**config.mk**
```make
export PLATFORM = sky130hd
export DESIGN_NAME = divconv_seq
export DESIGN_NICKNAME = d
export VERILOG_FILES = /design/src/rtl/divconv_pkg.sv /design/src/rtl/divconv_mul.sv /design/src/rtl/divconv_seq.sv
export SDC_FILE = /design/constraint.sdc
export NUM_CORES = 1
export LEC_CHECK = 0
export BUFFER_PORTS_ARGS = -buffer_cell sky130_fd_sc_hd__buf_2
export CORE_ASPECT_RATIO = 1.1
export CORE_MARGIN = 10
export CORE_UTILIZATION = 54
export DETAILED_ROUTE_END_ITERATION = 8
export GPL_TIMING_DRIVEN = 0
export PLACE_DENSITY = 0.8
export RECOVER_POWER = 100
export SLEW_MARGIN = 5
export SYNTH_ARGS = -nofsm -noshare
export SYNTH_HDL_FRONTEND = slang
export SYNTH_SLANG_ARGS = --single-unit
```
**constraint.sdc**
```tcl
create_clock -name Clk -period 6.8 [get_ports Clk]
set_input_delay 1.7 -clock Clk [delete_from_list [all_inputs] [get_ports Clk]]
set_output_delay 1.7 -clock Clk [all_outputs]
set_load 0.02 [all_outputs]
```
**src/rtl/divconv_pkg.sv**
```systemverilog
// ============================================================================
// Module      : divconv_pkg
// Description : Shared types and helpers for the divconv_seq Goldschmidt
//               divider: FSM state encoding, fixed-point product truncation
//               and reciprocal seed table entry generation.
// Revision    : 1.0 - initial parametrised release
// ============================================================================
`default_nettype none

package divconv_pkg;

    // Sequencer states; explicit 3-bit encoding.
    typedef enum logic [2:0] {
        ST_IDLE  = 3'd0,
        ST_RCALC = 3'd1,
        ST_MULD  = 3'd2,
        ST_MULX  = 3'd3,
        ST_DONE  = 3'd4
    } state_t;

    // Keep bits [2w-2 : w-1] of a 1.(w-1) x 1.(w-1) product, i.e. rescale the
    // 2.(2w-2) product back to 1.(w-1). Plain truncation, no rounding.
    function automatic logic [63:0] fx_trunc(input logic [63:0] prod, input int width);
        logic [63:0] mask;
        mask = (64'd1 << width) - 64'd1;
        return (prod >> (width - 1)) & mask;
    endfunction

    // Seed entry idx = trunc(2^(w-1) / (1 + (idx+0.5)/2^s)), rewritten in
    // integers as 2^(w+s) / (2^(s+1) + 2*idx + 1). Evaluated at elaboration.
    function automatic logic [63:0] seed_entry(input int width, input int seed_bits,
                                               input int idx);
        logic [63:0] num;
        logic [63:0] den;
        num = 64'd1 << (width + seed_bits);
        den = (64'd1 << (seed_bits + 1)) + 64'(2 * idx + 1);
        return num / den;
    endfunction

endpackage

`default_nettype wire

```
**src/rtl/divconv_mul.sv**
```systemverilog
// ============================================================================
// Module      : divconv_mul
// Description : Combinational WIDTH x WIDTH unsigned fixed-point multiplier
//               returning the truncated 1.(WIDTH-1) result.
// Revision    : 1.0 - initial parametrised release
// ============================================================================
`default_nettype none

module divconv_mul #(
    parameter int WIDTH = 8
) (
    input  logic [WIDTH-1:0] i_a,
    input  logic [WIDTH-1:0] i_b,
    output logic [WIDTH-1:0] o_q
);

    import divconv_pkg::*;

    logic [63:0] w_prod;

    // Full-precision product held in 64 bits so every legal WIDTH fits.
    assign w_prod = 64'(i_a) * 64'(i_b);
    assign o_q    = WIDTH'(fx_trunc(w_prod, WIDTH));

endmodule

`default_nettype wire

```
**src/rtl/divconv_seq.sv**
```systemverilog
// ============================================================================
// Module      : divconv_seq
// Description : Self-sequenced Goldschmidt divider, Q ~= X/D, using repeated
//               multiplication by R = 2 - D with a start/done handshake.
//               Optional macro DIVCONV_SEED_EN replaces the first R with a
//               reciprocal seed looked up from the divisor's leading bits.
// Revision    : 1.0 - initial parametrised release
// ============================================================================
`default_nettype none

module divconv_seq #(
    parameter int WIDTH     = 8,
    parameter int ITER      = 3,
    parameter int SEED_BITS = 3
) (
    input  logic             Clk,
    input  logic             Reset,
    input  logic             start,
    input  logic [WIDTH-1:0] D,
    input  logic [WIDTH-1:0] X,
    output logic             ready,
    output logic             done,
    output logic             err,
    output logic [WIDTH-1:0] Q,
    output logic [WIDTH-1:0] rega_out,
    output logic [WIDTH-1:0] regb_out,
    output logic [WIDTH-1:0] regc_out
);

    import divconv_pkg::*;

    localparam int c_CNT_W = 4;

    state_t             r_state;
    state_t             w_next_state;
    logic [WIDTH-1:0]   r_rega;
    logic [WIDTH-1:0]   r_regb;
    logic [WIDTH-1:0]   r_regc;
    logic [WIDTH-1:0]   r_q;
    logic               r_err;
    logic [c_CNT_W-1:0] r_cnt;

    logic               w_last_iter;
    logic [WIDTH-1:0]   w_two_minus;
    logic [WIDTH-1:0]   w_regc_next;
    logic [WIDTH-1:0]   w_mul_a;
    logic [WIDTH-1:0]   w_mul_q;

    assign w_last_iter = (r_cnt == c_CNT_W'(ITER - 1));

    // Two's complement of a 1.(WIDTH-1) value is exactly 2 - D_i.
    assign w_two_minus = ~r_regb + WIDTH'(1);

`ifdef DIVCONV_SEED_EN
    logic [WIDTH-1:0] w_seed_tab [0:(1 << SEED_BITS) - 1];

    generate
        for (genvar gi = 0; gi < (1 << SEED_BITS); gi++) begin : g_seed
            localparam logic [63:0] c_ENTRY = seed_entry(WIDTH, SEED_BITS, gi);
            assign w_seed_tab[gi] = WIDTH'(c_ENTRY);
        end
    endgenerate

    // regb still holds the original divisor during the first RCALC.
    assign w_regc_next = (r_cnt == '0) ? w_seed_tab[r_regb[WIDTH-2 -: SEED_BITS]]
                                       : w_two_minus;
`else
    logic [31:0] w_unused_seed_bits;
    assign w_unused_seed_bits = SEED_BITS;
    assign w_regc_next        = w_two_minus;
`endif

    // One shared multiplier: MULD scales the divisor, every other state the dividend.
    assign w_mul_a = (r_state == ST_MULD) ? r_regb : r_rega;

    divconv_mul #(
        .WIDTH (WIDTH)
    ) u_mul (
        .i_a (w_mul_a),
        .i_b (r_regc),
        .o_q (w_mul_q)
    );

    // State register.
    always_ff @(posedge Clk) begin
        if (Reset) begin
            r_state <= ST_IDLE;
        end else begin
            r_state <= w_next_state;
        end
    end

    // Next-state decode; DONE accepts a new request just like IDLE.
    always_comb begin
        w_next_state = r_state;
        case (r_state)
            ST_IDLE, ST_DONE: begin
                if (start) begin
                    w_next_state = D[WIDTH-1] ? ST_RCALC : ST_DONE;
                end else begin
                    w_next_state = ST_IDLE;
                end
            end
            ST_RCALC: w_next_state = ST_MULD;
            ST_MULD:  w_next_state = ST_MULX;
            ST_MULX:  w_next_state = w_last_iter ? ST_DONE : ST_RCALC;
            default:  w_next_state = ST_IDLE;
        endcase
    end

    // Datapath registers: operand capture, R update, D and X scaling, result.
    always_ff @(posedge Clk) begin
        if (Reset) begin
            r_rega <= '0;
            r_regb <= '0;
            r_regc <= '0;
            r_q    <= '0;
            r_err  <= 1'b0;
            r_cnt  <= '0;
        end else begin
            case (r_state)
                ST_IDLE, ST_DONE: begin
                    if (start) begin
                        r_rega <= X;
                        r_regb <= D;
                        r_cnt  <= '0;
                        if (!D[WIDTH-1]) begin
                            r_q   <= '1;
                            r_err <= 1'b1;
                        end
                    end
                end
                ST_RCALC: r_regc <= w_regc_next;
                ST_MULD:  r_regb <= w_mul_q;
                ST_MULX: begin
                    r_rega <= w_mul_q;
                    r_cnt  <= r_cnt + c_CNT_W'(1);
                    if (w_last_iter) begin
                        r_q   <= w_mul_q;
                        r_err <= 1'b0;
                    end
                end
                default: ;
            endcase
        end
    end

    assign ready    = (r_state == ST_IDLE) || (r_state == ST_DONE);
    assign done     = (r_state == ST_DONE);
    assign err      = r_err;
    assign Q        = r_q;
    assign rega_out = r_rega;
    assign regb_out = r_regb;
    assign regc_out = r_regc;

endmodule

`default_nettype wire

```
==> results of run 1 <==
## per-layer routing
metal,part of all wire (%),GRT usage (%),vias to the layer above
li1,-,-,1539
met1,41,21.69,1556
met2,48,31.66,143
met3,8.2,4.432,27
met4,2.8,5.533,0
met5,0,0,-
## Yosys cell counts
master / n / area share [%]
xnor2_1: 11 / 2.6
and4b_1: 1 / 0.27
fa_1: 34 / 18
nor2b_1: 41 / 6.9
a2111oi_2: 1 / 0.40
inv_1: 48 / 4.8
nand2_1: 45 / 4.5
nor2_1: 30 / 3.0
a21o_1: 1 / 0.20
nor3b_1: 1 / 0.20
nand3_1: 6 / 0.80
or2_2: 1 / 0.17
nor3_2: 1 / 0.27
o221ai_1: 1 / 0.23
dfxtp_1: 40 / 21
or3_1: 3 / 0.50
mux2i_1: 8 / 2.1
o21ai_1: 2 / 0.27
o41a_4: 1 / 0.57
a41oi_1: 1 / 0.23
ha_1: 34 / 11
a21oi_1: 32 / 4.3
nand2b_1: 10 / 1.7
o22a_1: 1 / 0.23
a211oi_1: 11 / 2.2
xor2_1: 9 / 2.1
o21ai_0: 7 / 0.94
a22oi_1: 3 / 0.60
o21ai_2: 1 / 0.23
and2b_1: 6 / 1.2
buf_6: 1 / 0.30
and2_1: 4 / 0.67
o22ai_1: 1 / 0.17
o21bai_1: 2 / 0.40
nor3_1: 5 / 0.67
nor3b_4: 1 / 0.50
a31oi_1: 1 / 0.17
clkbuf_1: 13 / 1.3
and3_1: 5 / 0.84
a221oi_1: 1 / 0.23
buf_4: 1 / 0.20
a221oi_2: 3 / 1.2
o221a_2: 3 / 0.90
## timing repair
| action | in CTS | in global routing |
|---|---|---|
| resized for setup | 0 | 4 |
| endpoints found under the setup margin | 0 | 9 |
| setup buffers | 0 | 0 |
## where the power goes
part	internal [W]	total [W]	switching, W
Clock	0.000109	0.000196	0.0000878
Combinational	0.0000739	0.000203	0.000129
Sequential	0.000254	0.000282	0.0000279
## cells by family (layout without fill, tap and decap cells)
family | Yosys count | count (layout) | synth area share, %
simple gates | 160 | 160 | 22.13
compound gates | 73 | 73 | 13.47
fa+ha+maj | 68 | 68 | 29.56
buf+inv | 63 | 124 | 6.620
flops | 40 | 40 | 21.40
xor+xnor | 20 | 20 | 4.681
mux | 8 | 8 | 2.140
## stage by stage
step / util (%) / std cells / setup slack (ps)
2_1_floorplan: - / 432 / 1179
3_3_place_gp: 61.61 / 567 / 353.2
3_5_place_dp: 61.61 / 567 / 229.3
4_1_cts: 63.28 / 575 / 181.3
5_1_grt: 62.60 / 575 / 6.955
6_report: 62.60 / 575 / 316.6
## area by class of cell
class | instances | area (um^2)
clock buffer | 5 | 68.82
tap | 82 | 102.6
sequential | 40 | 800.8
clock inverter | 3 | 42.54
buffer | 15 | 67.56
timing repair buffer | 53 | 220.2
fill | 613 | 2495
multi-input combinational | 329 | 2694
inverter | 48 | 180.2
## worst register-to-register path, stage by stage (launching register included)
cell and delay [ps]:
dfxtp_1 320, buf_6 130, nor3b_4 320, clkbuf_1 560, mux2i_2 630, nand2b_1 200, fa_1 460, fa_1 540
inv_1 60, fa_1 540, inv_1 60, fa_1 530, inv_1 40, ha_1 350, a21oi_1 200, o21bai_1 90
a21oi_1 330, nor2_1 120, a2111oi_2 420, xnor2_1 210, a221oi_2 290
## sequential cells by signal, indices dropped and copies added (netlist names)
name,count
r_state,3
Q,8
r_cnt,4
regb_out,8
regc_out,8
err,1
rega_out,8
## path summary, 6_finish.rpt
check,to,depth (start not counted),slack (ps)
max,regb_out[7],20,320
min,regc_out[1],2,480
max reg2reg,regb_out[7],20,320
min reg2reg,regc_out[1],2,480
==> metrics, run 1 <==
status=finished clean; core area=between 0.006 and 0.007 mm^2; Slowest Stage Delay on Critical Path=~630 ps; synth unique cells=43; CTS tree=built; Slew headroom=around 30%; syn nets=slightly above 500; hold-fix buffers at CTS=0; largest net degree at the start of global routing=14; vias in the first global route=3,419; Overflow after GRT=0; Worst Setup SP=r_state[0]; share of cells above drive strength 1=under 10%; CTS H-tree depth=2; startpoint types=register; Rows=31; clock buffer count from CTS=5; CP max FO=10; cell mode on critical path=fa_1; Hold Crit Class=register to register; Slew Viols, Final=0; P&R area growth vs syn=11.60%; post-DR vias/cell=between 5 and 6; Crit path max-delay family=adder cells; initial antenna violation count=0; First-pass DRT Iterations=5; Starting Density=56.10%; Total GRT Usage=18.26%; RSZ-0062 raised after global routing=false; FMAX=154.2 MHz; GP Congestion=0.9041; number of remaining DRC errors=0; critical path's slowest cell=mux2i_2; drt wl/cell=16.52 um; commonest non-fill, non-tap cell in the layout=clkbuf_1; Ys Warns=0; count of final setup violators=0; fin nets=between 500 and 600; Mapped Area=roughly 0.0037 mm^2; first-pass GRT wire length=around 16,000 um; I/O Buffers=53; Mean Syn Cell Area=slightly below 9 um^2; die height=about 110 um; Setup Skew=8.811 ps; DRT Wirelength=between 9000 and 10,000 um; Pwr Density=approximately 160 mW/mm^2; worst-path cell chain=buf_6 -> nor3b_4 -> clkbuf_1 -> mux2i_2 -> nand2b_1 -> fa_1 -> fa_1 -> inv_1 -> fa_1 -> inv_1 -> fa_1 -> inv_1 -> ha_1 -> a21oi_1 -> o21bai_1 -> a21oi_1 -> nor2_1 -> a2111oi_2 -> xnor2_1 -> a221oi_2; max cap viols=0; most frequent cells in the layout=49 x clkbuf_1, 48 x inv_1, 45 x nand2_1; Die Width=about 100 um; Syn Inst Count=432; PnR Total Power=0.0006815 W; Final Cell Area=between 0.004 and 0.005 mm^2; Crit. End Element=register; #FFs+latches synth=40; Worst-path clk slew=about 90 ps; register area share after synthesis=between 20% and 30%; Setup TNS=0 ps; DR vias=~3,300; Area after DPL=between 0.004 and 0.005 mm^2; clk buf depth=2; worst-skew pair later-pin latency=around 300 ps; min Tclk post-route=between 6000 and 7000 ps; WHS=between 400 and 500 ps; full die area=~0.011 mm^2; initial DRC count=between 200 and 250; Reg2Reg Launch Point=r_state[0]; Slew @ Worst Pin=1047 ps; Required @ worst endpoint=~7000 ps; P_leak=about 1.9 nW; Detail Route Antenna Nets=0; IO Pins=54; worst path bufs/invs=5; Fin. Hold Viols=0; worst path arrival time=6690 ps; Crit Path Class=register to register; antenna cells=0; Final Cycle Share=between 90% and 100%; maximum vdd drop=around 0.11 mV; CTS root buffer=clkbuf_8; clock sinks=40; HP Start=regc_out[1]; hpwl dp=around 7600 um
Power figures use the tool's default switching activity.
==> inputs of run 2 (changes only) <==
--- a/config.mk
+++ b/config.mk
@@ -6,12 +6,14 @@
 export NUM_CORES = 1
 export LEC_CHECK = 0
 export BUFFER_PORTS_ARGS = -buffer_cell sky130_fd_sc_hd__buf_2
+export CELL_PAD_IN_SITES_DETAIL_PLACEMENT = 1
+export CELL_PAD_IN_SITES_GLOBAL_PLACEMENT = 1
 export CORE_ASPECT_RATIO = 1.1
 export CORE_MARGIN = 10
-export CORE_UTILIZATION = 54
+export CORE_UTILIZATION = 48
 export DETAILED_ROUTE_END_ITERATION = 8
 export GPL_TIMING_DRIVEN = 0
-export PLACE_DENSITY = 0.8
+export PLACE_DENSITY = 0.91
 export RECOVER_POWER = 100
 export SLEW_MARGIN = 5
 export SYNTH_ARGS = -nofsm -noshare
==> constraint.sdc (replaced) <==
create_clock -name Clk -period 7.6 [get_ports Clk]
set_input_delay 1.9 -clock Clk [delete_from_list [all_inputs] [get_ports Clk]]
set_output_delay 1.9 -clock Clk [all_outputs]
set_load 0.02 [all_outputs]
==> run 2 against run 1 <==
Utilization decreased by 7.2 points; power shrank 13%; flip-flop and latch count stayed put; largest cell class unchanged; fmax is 7.9% lower; largest power group unchanged; setup slack gained 240 ps; die area up 10%; design area down 0.30%; register-to-register slack better by 240 ps; clock power decreased by 22%.
==> metrics, run 2 (synthesized netlist as in run 1, its figures left out) <==
max cap viols=0; DRT Wirelength=about 12,000 um; count of final setup violators=0; Slowest Stage Delay on Critical Path=860 ps; IO Pins=54; First-pass DRT Iterations=4; clk buf depth=2; FMAX=between 100 and 150 MHz; Crit path max-delay family=adder cells; Fin. Hold Viols=0; Total GRT Usage=roughly a fifth; hold-fix buffers at CTS=0; hpwl dp=around 9400 um; Crit. End Element=register; maximum vdd drop=around 0.088 mV; min Tclk post-route=roughly 7000 ps; largest net degree at the start of global routing=15; post-DR vias/cell=roughly 5.7; Slew headroom=24.15%; Overflow after GRT=0; clock sinks=40; critical path's slowest cell=mux2i_1; Rows=33; core area=approximately 0.0075 mm^2; worst-path cell chain=clkbuf_1 -> nor3b_4 -> clkbuf_1 -> mux2i_1 -> nand2b_1 -> fa_1 -> fa_1 -> inv_1 -> fa_1 -> inv_1 -> fa_1 -> inv_1 -> ha_1 -> a21oi_1 -> o21bai_1 -> a21oi_1 -> nor2_1 -> a2111oi_2 -> xnor2_1 -> a221oi_2; worst path bufs/invs=5; vias in the first global route=3,929; status=finished clean; P_leak=1.842 nW; # Post-CTS Setup Buffers=0; CTS root buffer=clkbuf_8; initial DRC count=between 150 and 200; worst path arrival time=7270 ps; Setup Skew=~11 ps; worst-skew pair later-pin latency=between 300 and 400 ps; cell mode on critical path=fa_1; antenna cells=0; Required @ worst endpoint=a little under 8000 ps; Crit Path Class=register to register; P&R area growth vs syn=11.27%; Finished Core Util=55.41%; DR vias=approximately 3,400; number of remaining DRC errors=0; GP Congestion=0.8815; Worst-path clk slew=~90 ps; full die area=around 0.012 mm^2; Slew Viols, Final=0; CTS tree=built; Resized Gates After CTS=0; most frequent cells in the layout=50 x clkbuf_1, 48 x inv_1, 45 x nand2_1; share of cells above drive strength 1=7.505%; Detail Route Antenna Nets=0; startpoint types=register; first-pass GRT wire length=between 20,000 and 25,000 um; Final Cycle Share=approximately 93%; clock buffer count from CTS=5; I/O Buffers=53; die height=approximately 110 um; Setup TNS=0 ps; initial antenna violation count=0; Slew @ Worst Pin=1126 ps; Die Width=between 100 and 150 um; fin nets=between 500 and 600; commonest non-fill, non-tap cell in the layout=clkbuf_1; Pwr Density=142.9 mW/mm^2; Hold Crit Class=register to register; CTS H-tree depth=2; Starting Density=49.80%; RSZ-0062 raised after global routing=false; drt wl/cell=20.42 um; CP max FO=10
run 2: changes by cell type in the layout (fill, tap and decap cells not counted):
cell        previous run  this run
clkinvlp_4             1         2
buf_4                  1         0
and2_0                 2         1
mux2i_2                4         0
buf_6                  1         0
clkbuf_1              49        50
mux2i_1                4         8
clkbuf_4               0         1
bufinv_16              1         0
clkinv_2               1         0
clkinv_4               0         1
and2_1                 2         3
run 2: power breakdown:
| group | total [W] | switching [W] | internal [W] | leakage (nW) |
|---|---|---|---|---|
| logic | 0.000189 | 0.000124 | 0.0000646 | 1.47 |
| clock network | 0.000152 | 0.0000864 | 0.0000651 | 0.0404 |
| registers | 0.000254 | 0.0000275 | 0.000227 | 0.328 |
run 2: final timing paths:
path              cells past startpoint   startpoint  slack, ps     endpoint
hold reg to reg                       2  regc_out[1]        500  regc_out[1]
setup reg to reg                     20   r_state[0]        560  regb_out[7]
hold / removal                        2  regc_out[1]        500  regc_out[1]
setup / recovery                     20   r_state[0]        560  regb_out[7]
run 2: cell type report:
cell class              count  area (um^2)
inverters                  48        180.2
multi-input cells         329         2679
plain buffers              15        60.06
clock inverters             3        23.77
well taps                 105        131.4
repair buffers             53        220.2
flip-flops and latches     40        800.8
fillers                   984         3351
clock buffers               5        68.82
run 2: worst register-to-register path, cell delays in order (launching register included):
cell and delay [ps]:
dfxtp_1 310, clkbuf_1 220, nor3b_4 390, clkbuf_1 500, mux2i_1 860, nand2b_1 230
fa_1 450, fa_1 550, inv_1 60, fa_1 530, inv_1 60, fa_1 550
inv_1 50, ha_1 350, a21oi_1 240, o21bai_1 90, a21oi_1 360, nor2_1 130
a2111oi_2 470, xnor2_1 250, a221oi_2 320
run 2: metal layers:
layer  up-vias  wire length [um]  global-route usage (%)
li1       1540                 -                       -
met1      1715              4895                   23.42
met2       116              6361                   38.07
met3        35               541                   3.776
met4         0               414                   8.449
met5         -                 0                       0
run 2: metrics by stage:
| step | setup WS [ps] | hold slack (ps) | cell area [um^2] | power [W] | std cells |
|---|---|---|---|---|---|
| 2_1_floorplan | 1979 | 441.1 | 3742 | 0.0003776 | 432 |
| 3_3_place_gp | 1178 | 463.0 | 4139 | 0.0004371 | 590 |
| 3_5_place_dp | 779.4 | 480.7 | 4139 | 0.0004485 | 590 |
| 4_1_cts | 732.5 | 497.5 | 4232 | 0.0005988 | 598 |
| 5_1_grt | 227.1 | 526.3 | 4164 | 0.0006223 | 598 |
| 6_report | 557.6 | 495.2 | 4164 | 0.0005950 | 598 |
